<file path="config.mk">
export PLATFORM = sky130hd
export DESIGN_NAME = cpu_subsystem_ctrl
export DESIGN_NICKNAME = d
export VERILOG_FILES = /design/src/rtl/cpu_subsystem_ctrl.sv
export SDC_FILE = /design/constraint.sdc
export NUM_CORES = 1
export LEC_CHECK = 0
export ABC_AREA = 1
export CORE_MARGIN = 2
export CORE_UTILIZATION = 40
export CTS_BUF_LIST = sky130_fd_sc_hd__clkbuf_16
export DETAILED_ROUTE_END_ITERATION = 8
export GPL_TIMING_DRIVEN = 1
export PLACE_DENSITY = 0.79
export RECOVER_POWER = 100
export SLEW_MARGIN = 20
export SYNTH_ARGS = -nofsm -noshare
export SYNTH_HDL_FRONTEND = slang
export SYNTH_SLANG_ARGS = --single-unit
</file>
<file path="constraint.sdc">
create_clock -name clk_i -period 1.8 [get_ports clk_i]
set_input_delay 0.36 -clock clk_i [delete_from_list [all_inputs] [get_ports clk_i]]
set_output_delay 0.36 -clock clk_i [all_outputs]
set_load 0.01 [all_outputs]
</file>
<file path="src/rtl/cpu_subsystem_ctrl.sv">
// cpu_subsystem_ctrl
//   Control companion for the CPU subsystem:
//   - sequences fetch enable after reset, with halt/resume and OBI drain,
//   - tracks outstanding instruction transactions,
//   - conditions the core interrupt lines and produces a registered
//     priority-encoded id with an acknowledge pulse,
//   - filters the core sleep indication into a sleep request.
module cpu_subsystem_ctrl #(
    parameter int          NUM_FAST_IRQ    = 16,
    parameter logic [15:0] FAST_IRQ_EDGE   = 16'h0000,
    parameter int          BOOT_DELAY      = 4,
    parameter int          MAX_OUTSTANDING = 2,
    parameter int          SLEEP_FILTER    = 8,
    localparam int         OUT_W           = $clog2(MAX_OUTSTANDING + 1)
) (
    input  logic                    clk_i,
    input  logic                    rst_i,

    // fetch sequencing
    input  logic                    fetch_halt_i,
    output logic                    fetch_enable_o,
    output logic                    halted_o,

    // OBI instruction channel monitor
    input  logic                    instr_req_i,
    input  logic                    instr_gnt_i,
    input  logic                    instr_rvalid_i,
    output logic [OUT_W-1:0]        outstanding_o,

    // interrupt conditioning
    input  logic [31:0]             irq_i,
    input  logic [NUM_FAST_IRQ-1:0] irq_clear_i,
    output logic [31:0]             irq_o,
    output logic                    irq_valid_o,
    output logic [4:0]              irq_id_o,
    output logic                    irq_ack_o,

    // sleep qualification
    input  logic                    core_sleep_i,
    output logic                    sleep_o
);

    localparam int          SLEEP_W   = $clog2(SLEEP_FILTER + 1);
    localparam logic [7:0]  BOOT_LAST = 8'(BOOT_DELAY - 1);
    localparam logic [OUT_W-1:0]   OUT_MAX   = OUT_W'(MAX_OUTSTANDING);
    localparam logic [SLEEP_W-1:0] SLEEP_MAX = SLEEP_W'(SLEEP_FILTER);

    // ------------------------------------------------------------------
    // Fetch sequencing FSM
    // ------------------------------------------------------------------
    typedef enum logic [1:0] {
        ST_BOOT,
        ST_RUN,
        ST_DRAIN,
        ST_HALTED
    } state_t;

    state_t      state_reg;
    state_t      state_next;
    logic [7:0]  boot_cnt_reg;
    logic [7:0]  boot_cnt_next;
    logic        fetch_enable_reg;
    logic        fetch_enable_next;
    logic        halted_reg;
    logic        halted_next;

    // Outstanding-transaction tracking signals (used by the FSM drain exit)
    logic [OUT_W-1:0] out_cnt_reg;
    logic [OUT_W-1:0] out_cnt_next;
    logic             grant;
    logic             retire;
    logic             overflow;

    assign grant  = instr_req_i & instr_gnt_i;
    // A response with nothing outstanding is ignored.
    assign retire = instr_rvalid_i & (out_cnt_reg != '0);

    // State register plus the registered fetch_enable/halted outputs
    always_ff @(posedge clk_i or posedge rst_i) begin
        if (rst_i) begin
            state_reg        <= ST_BOOT;
            boot_cnt_reg     <= '0;
            fetch_enable_reg <= 1'b0;
            halted_reg       <= 1'b0;
        end else begin
            state_reg        <= state_next;
            boot_cnt_reg     <= boot_cnt_next;
            fetch_enable_reg <= fetch_enable_next;
            halted_reg       <= halted_next;
        end
    end

    // Next-state logic; outputs are decoded from the next state so that
    // the registered outputs line up with the state they describe.
    always_comb begin
        state_next    = state_reg;
        boot_cnt_next = boot_cnt_reg;
        case (state_reg)
            ST_BOOT: begin
                if (fetch_halt_i) begin
                    state_next = ST_HALTED;
                end else if (boot_cnt_reg == BOOT_LAST) begin
                    state_next = ST_RUN;
                end else begin
                    boot_cnt_next = boot_cnt_reg + 8'd1;
                end
            end
            ST_RUN: begin
                if (fetch_halt_i) begin
                    state_next = ST_DRAIN;
                end
            end
            ST_DRAIN: begin
                // Drain always completes, even if the halt request drops.
                if ((out_cnt_reg == '0) && !grant) begin
                    state_next = ST_HALTED;
                end
            end
            ST_HALTED: begin
                if (!fetch_halt_i) begin
                    state_next = ST_RUN;
                end
            end
            default: begin
                state_next = ST_BOOT;
            end
        endcase
        fetch_enable_next = (state_next == ST_RUN);
        halted_next       = (state_next == ST_HALTED);
    end

    assign fetch_enable_o = fetch_enable_reg;
    assign halted_o       = halted_reg;

    // ------------------------------------------------------------------
    // Outstanding instruction transaction counter
    // ------------------------------------------------------------------

    // Counter update: saturates at both ends, simultaneous grant/retire holds
    always_comb begin
        out_cnt_next = out_cnt_reg;
        if (grant && !retire) begin
            if (out_cnt_reg != OUT_MAX) begin
                out_cnt_next = out_cnt_reg + OUT_W'(1);
            end
        end else if (retire && !grant) begin
            out_cnt_next = out_cnt_reg - OUT_W'(1);
        end
    end

    assign overflow = grant & ~retire & (out_cnt_reg == OUT_MAX);

    // Outstanding counter register
    always_ff @(posedge clk_i or posedge rst_i) begin
        if (rst_i) begin
            out_cnt_reg <= '0;
        end else begin
            out_cnt_reg <= out_cnt_next;
        end
    end

    // A grant with the counter already full means the tracker lost count.
    overflow_never : assert property (@(posedge clk_i) disable iff (rst_i) !overflow);

    assign outstanding_o = out_cnt_reg;

    // ------------------------------------------------------------------
    // Interrupt conditioning
    // ------------------------------------------------------------------
    logic [31:0] irq_in_reg;      // registered irq_i, also the edge-detect history
    logic [15:0] pending_reg;
    logic [15:0] pending_next;
    logic [15:0] fast_cond;
    logic [31:0] irq_cond;

    for (genvar gi = 0; gi < 16; gi++) begin : g_fast
        if (gi < NUM_FAST_IRQ) begin : g_used
            if (FAST_IRQ_EDGE[gi]) begin : g_edge
                // Set on a rising edge wins over a coincident clear.
                assign pending_next[gi] = (irq_i[16+gi] & ~irq_in_reg[16+gi])
                                        | (pending_reg[gi] & ~irq_clear_i[gi]);
                assign fast_cond[gi]    = pending_reg[gi];
            end else begin : g_level
                assign pending_next[gi] = 1'b0;
                assign fast_cond[gi]    = irq_in_reg[16+gi];
            end
        end else begin : g_unused
            assign pending_next[gi] = 1'b0;
            assign fast_cond[gi]    = 1'b0;
        end
    end

    // Input sampling and sticky pending bits
    always_ff @(posedge clk_i or posedge rst_i) begin
        if (rst_i) begin
            irq_in_reg  <= '0;
            pending_reg <= '0;
        end else begin
            irq_in_reg  <= irq_i;
            pending_reg <= pending_next;
        end
    end

    // Only the CLINT software/timer/external lines and the fast lines pass.
    assign irq_cond = {fast_cond, 4'b0000,
                       irq_in_reg[11], 3'b000,
                       irq_in_reg[7],  3'b000,
                       irq_in_reg[3],  3'b000};
    assign irq_o = irq_cond;

    // ------------------------------------------------------------------
    // Priority encoder, id and acknowledge
    // ------------------------------------------------------------------
    logic       irq_valid_reg;
    logic       irq_valid_next;
    logic [4:0] irq_id_reg;
    logic [4:0] irq_id_next;
    logic       irq_ack_reg;
    logic       irq_ack_next;

    // Priority: fast lines 31..16 highest first, then 11, 3, 7.
    // Later assignments override earlier ones, so lowest priority goes first.
    always_comb begin
        irq_id_next = 5'd0;
        if (irq_cond[7]) begin
            irq_id_next = 5'd7;
        end
        if (irq_cond[3]) begin
            irq_id_next = 5'd3;
        end
        if (irq_cond[11]) begin
            irq_id_next = 5'd11;
        end
        for (int i = 16; i < 32; i++) begin
            if (irq_cond[i]) begin
                irq_id_next = 5'(i);
            end
        end
        irq_valid_next = |irq_cond;
        irq_ack_next   = irq_valid_next & (~irq_valid_reg | (irq_id_next != irq_id_reg));
    end

    // Registered id, valid and acknowledge pulse
    always_ff @(posedge clk_i or posedge rst_i) begin
        if (rst_i) begin
            irq_valid_reg <= 1'b0;
            irq_id_reg    <= '0;
            irq_ack_reg   <= 1'b0;
        end else begin
            irq_valid_reg <= irq_valid_next;
            irq_id_reg    <= irq_id_next;
            irq_ack_reg   <= irq_ack_next;
        end
    end

    assign irq_valid_o = irq_valid_reg;
    assign irq_id_o    = irq_id_reg;
    assign irq_ack_o   = irq_ack_reg;

    // ------------------------------------------------------------------
    // Sleep filter
    // ------------------------------------------------------------------
    logic               sleep_qual;
    logic [SLEEP_W-1:0] sleep_cnt_reg;
    logic [SLEEP_W-1:0] sleep_cnt_next;
    logic               sleep_reg;
    logic               sleep_next;

    assign sleep_qual = core_sleep_i & (out_cnt_reg == '0) & ~irq_valid_reg;

    // Run-length counter of qualified sleep, saturating at the filter length
    always_comb begin
        sleep_cnt_next = sleep_cnt_reg;
        if (!sleep_qual) begin
            sleep_cnt_next = '0;
        end else if (sleep_cnt_reg != SLEEP_MAX) begin
            sleep_cnt_next = sleep_cnt_reg + SLEEP_W'(1);
        end
        sleep_next = (sleep_cnt_next == SLEEP_MAX);
    end

    // Sleep counter and registered sleep request
    always_ff @(posedge clk_i or posedge rst_i) begin
        if (rst_i) begin
            sleep_cnt_reg <= '0;
            sleep_reg     <= 1'b0;
        end else begin
            sleep_cnt_reg <= sleep_cnt_next;
            sleep_reg     <= sleep_next;
        end
    end

    assign sleep_o = sleep_reg;

    // Raw lines that are not forwarded, clears of level lines and pending
    // bits of level lines are intentionally left without a load.
    logic unused_ok;
    assign unused_ok = ^{irq_in_reg, irq_clear_i, pending_reg};

endmodule

</file>
# Yosys cells after proc, flatten, opt, wreduce, memory -nomap -nowiden
# Cells that the tools add are included.
# classes
add_sub_neg	4
n_mul	0
div	0
magnitude_cmp	0
n_eq_ne	11
shift	0
mux	30
bitwise	9
reduce_logical	12
# ops
operator	count
$mux 5	18
$reduce_or 19->1	1
$mux 2	8
$add 8x1->8 const B	1
$eq 8x2->1 const B	1
$mux 4	2
$pmux 2 s4	1
$eq 2x2->1 const B	3
$and 1x1->1	5
$ne 5x5->1	1
$add 4x1->4 const B	1
$eq 2x1->1 const B	2
$eq 4x4->1 const B	1
$logic_not 2->1	2
$ne 4x4->1 const B	1
$reduce_bool 2->1	2
$logic_and 1x1->1	3
$mux 3	1
$not 1->1	3
$reduce_and 3->1	1
$add 2x1->2 const B	1
$logic_not 1->1	2
$ne 2x1->1 const B	1
$ne 2x2->1 const B	1
3 further kinds	3
# totals
reg_bits	58
latch_bits	0
ram_bits	0
romBits	0
in_bits	55
out_inout_bits	44
elab_cells	77
memories	0

# Longest topological paths before layout
# logic_depth
depth_word	22
mapped_depth	22
depth_no_buf	22

# Worst setup path after synthesis
# No wires, ideal clock.
# synth_timing
path_type	reg2reg
start	reg irq_in_reg[31]
end	reg irq_ack_reg, in the netlist irq_ack_o
setup_time_ns	0.113
t_arrival_ns	1.586
t_required_ns	1.687
slack_ns	0.101
path_stages_with_launch	12
path_buffers	0
synth_period_minus_slack_ns	1.699
cell_sequence	dfrtp_1 -> nor2_4 -> nand2_2 -> nor3_4 -> nand2_2 -> xor2_1 -> a31oi_1 -> nand3_1 -> nor4_2 -> nand3_1 -> nand2_1 -> inv_1
# synth_between
elab_chain_len	4
word_cells_on_any_way	5
classes_between	eq/ne: 1; mux: 1; bitwise: 2; reduce/logical: 1
# synth_rtl
item	line_no	text
from (decl)	170	logic [31:0] irq_in_reg;
from (signal assigned)	199	irq_in_reg <= irq_i;
$mux 5	235	if (irq_cond[i]) begin
net irq_id_next[3]	217	logic [4:0] irq_id_next;
$ne 5x5->1	240	irq_ack_next = irq_valid_next & (~irq_valid_reg | (irq_id_next != irq_id_reg));
$or 1x1->1	240	
$and 1x1->1	240	
net irq_ack_next	219	logic irq_ack_next;
to (signal assigned)	252	irq_ack_reg <= irq_ack_next;
to (decl)	218	logic irq_ack_reg;
# The timed path passes the listed nets, and every way through them passes these cells.
# A chain may end at the register's enable or synchronous reset.

# Worst setup path after layout
# layout_timing
start	reg irq_in_reg[25]
end	reg irq_ack_reg, in the netlist irq_ack_o
# layout_between
elab_chain_len	10
word_cells_on_any_way	11
classes_between	eq/ne: 1; mux: 7; bitwise: 2; reduce/logical: 1
# layout_rtl
item	line_no
$mux 5 (7 in a row)	235
net irq_id_next[3]	217
$ne 5x5->1	240
$or 1x1->1	240
$and 1x1->1	240
net irq_ack_next	219
# The timed path passes the listed nets, and every way through them passes these cells.

==> results by group <==
Layout
  – Post-synthesis to final-layout area growth: 46.42%
  – Max reg flops: 19
  – N_diodes: 0
  – Share of layout cells above drive strength 1: 0.1683
  – Final net count: between 300 and 400
  – Fillcell total: 373

Global routing
  – GRT Max-Usage Layer: met2
  – Vias in the first global route: 1628
  – Gr usage total: 0.1580
  – Initial antenna violation count: 0
  – Largest net degree at the start of global routing: 27
  – Met3 usage: 0.07229
  – Met2 Use GR: 0.2632
  – M1 GR Usage: 0.1737
  – GRT overflow: 0
  – First-pass GRT wire length: roughly 6700 microns

Detailed routing
  – Avg WL per Cell: 11.06 microns
  – DRT Wirelength: 4092 microns
  – Initial DRC count: 57
  – Drt pass-1 iters: 4
  – DRC: 0
  – Post-DRT Antenna Nets: 0
  – Drt via density: 4.411
  – Via count: around 1600

Power and ir drop
  – PwrDens: 990.2 nW/um^2
  – Internal power: 2.133 mW
  – Reg power frac: 0.437
  – Net Sw Frac: 0.2750
  – Clk pwr share: 0.337
  – Logic pwr share: 0.225
  – Peak supply drop: 0.0008056 V
  – Pwr Total: 2.943 mW
  – Cell leakage power: 1.466 nW
  – Psw: 0.8092 mW

Run status
  – Status: complete, but fails checks
  – Failing checks: setup timing

Timing
  – Unrepaired setup endpoints after global routing: true
  – Min Tclk post-route: 1.808 ns
  – Fin worst setup slack: -0.007964 ns
  – Max Clk Rate: 553.1 MHz
  – Final setup violation count: 1
  – Setup TNS: -0.007964 ns
  – Actual slew at the worst max-slew pin: 0.9545 ns
  – Slew Limit Fails: 0
  – Final hold vios: 0
  – Final Cycle Share: 1.004
  – Clk_skew: 0.005008 ns
  – Hold Slack: 0.4871 ns
  – Max-slew headroom: 0.3636

Floorplanning
  – I/O pin total: 99
  – Die ar.: ~5700 sq um
  – Starting Density: 0.4213
  – Die Span X: 75.23 microns
  – Core ar.: roughly 4800 sq um
  – DIE HEIGHT: 75.23 microns
  – Core Rows: 25

Clock network
  – Maximum root-to-sink buffer count: 2
  – Reg clk slew, reported paths: 0.06 ns
  – Worst-Skew Late Latency: between 0.2 and 0.3 ns
  – CTS tree: yes
  – Clock Sinks: 45
  – H-tree Lvls: 2
  – # hold bufs at CTS: 0
  – Num CTS Buffers: 5
  – Clock Tree Root: clkbuf_16

Synth
  – Top cell type's share of synthesized area: 0.5549
  – Most area-consuming cells after synthesis: dfrtp_1, nand2_1, inv_1, buf_4, xor2_1
  – Number of cells produced by synthesis: between 200 and 250
  – Netlist cell types: 30
  – Synthesized cell area: 2029 sq um
  – Synth Flop Type: dfrtp_1
  – Avg Synthesized Cell Area: 9.183 sq um
  – EDFF count, synth: 0
  – Ys async rst share: 1.000
  – Largest area contributor in the netlist: dfrtp_1
  – Sequential element share of the synthesized area: 0.5549
  – Flops & latches, synth: 45
  – Synth warn: 0

Critical path
  – WP data arrival: about 2.0 ns
  – Register-to-Register Setup Slack: -0.008 ns
  – WP data required: slightly below 2 ns
  – Crit path launch type: flop
  – Crit path capture type: flop
  – Reg2Reg Depth: 11
  – Reg2reg end: irq_ack_o$_DFF_PP0_
  – Worst R2R Start: irq_in_reg[25]$_DFF_PP0_
  – Crit-path max FO: 2
  – WS Path Type: flop to flop

Hold path
  – Min-Delay Startpoint: boot_cnt_reg[6]$_DFFE_PP0P_
  – Hold path depth: 1
  – Hold Crit Endpoint: boot_cnt_reg[6]$_DFFE_PP0P_
  – Worst min path class: flop to flop

Run
  – Max-cap viol count: 0

Placed design
  – Dpl hpwl: around 3100 microns
  – IO buf count: between 50 and 60
  – Placer Congestion: 0.7457
[cell families after synthesis]
group,Yosys count,synth area share
fa+ha+maj,3,0.01850
compound gates,9,0.02528
xor+xnor,11,0.04747
flops,45,0.5549
simple gates,97,0.2263
buf+inv,55,0.1258
other cells,1,0.001848
[critical path: stages, from the launching register on]
cell and delay (ns):
dfrtp_1 0.39, nor2_2 0.16, nand2_2 0.10, nor3_4 0.21
nand2_2 0.09, xor2_1 0.14, a31oi_1 0.16, nand3_1 0.10
nor4_2 0.14, nand3_1 0.10, nand2_1 0.07, inv_1 0.04
[synth_stat cells (all sizes together) (2+ instances only)]
master / n
nor3: 6
buf: 13
ha: 3
a21oi: 4
o21ai: 2
nor4: 3
xor2: 10
inv: 41
dfrtp: 45
nand3: 14
nor2: 23
nand2: 48
[worst max path at each step]
stage	cells past startpoint	end	start	slack, ns
final	11	irq_ack_o$_DFF_PP0_	irq_in_reg[25]$_DFF_PP0_	-0.008
after global routing	22	irq_ack_o$_DFF_PP0_	irq_in_reg[3]$_DFF_PP0_	-0.23
after CTS	11	irq_ack_o$_DFF_PP0_	irq_in_reg[27]$_DFF_PP0_	-0.004
after detailed placement	11	irq_ack_o$_DFF_PP0_	irq_in_reg[24]$_DFF_PP0_	-0.01
after global placement	8	boot_cnt_reg[7]$_DFFE_PP0P_	fetch_halt_i	0.04
after floorplan	11	irq_ack_o$_DFF_PP0_	irq_in_reg[31]$_DFF_PP0_	0.10
[area by class of cell]
type / count / area, sq um / area share
inverter: 42 / 157.7 / 0.05305
multi-input combinational: 133 / 752.0 / 0.2531
clock buffer: 5 / 125.1 / 0.04211
sequential: 45 / 1126 / 0.3789
tap: 67 / 83.83 / 0.02821
clock inverter: 3 / 37.54 / 0.01263
timing repair buffer: 75 / 689.4 / 0.2320
[cell usage in the layout, fill, tap and decap left out, types with 3 or more instances in the layout]
master           instances
a21oi_1                  4
buf_4                   15
clkbuf_1                 3
clkbuf_16                5
clkdlybuf4s50_1         35
clkinv_1                 3
conb_1                  13
dfrtp_1                 45
dlygate4sd3_1           21
ha_1                     3
inv_1                   36
inv_2                    5
nand2_1                 43
nand2_2                  5
nand3_1                 13
nor2_1                  13
nor2_2                   7
nor3_2                   3
xor2_1                  10
[power groups by stage]
stage,Combinational [mW],Clock [mW],Sequential (mW)
after floorplan,0.319,0,1.31
after global placement,0.584,0,1.28
after detailed placement,0.608,0,1.29
after CTS,0.617,1.01,1.28
after global routing,0.745,1.06,1.30
final,0.663,0.992,1.29
[routing by layer]
layer  part of all wire  up-vias  routed length [microns]
met5                  0        -                        0
met4              0.031        0                      128
met3              0.083       14                      340
met2               0.49       65                     2006
met1               0.40      740                     1617
li1                   -      813                        -
[per-stage QoR]
stage	setup WS [ns]	instance area, sq um	utilization	std cells
6_report	-0.007964	2972	0.6169	370
3_5_place_dp	-0.01448	2719	0.5644	356
5_1_grt	-0.2314	2972	0.6169	370
4_1_cts	-0.004307	2904	0.6029	366
2_1_floorplan	0.1009	2074	-	233
3_3_place_gp	0.03900	2719	0.5644	356
[repair_timing]
action	in CTS	in global routing
gates resized for setup	3	14
setup endpoints to repair	1	5
buffers inserted	2	4
pin swaps	4	3
(Power assumes the default switching activity.)
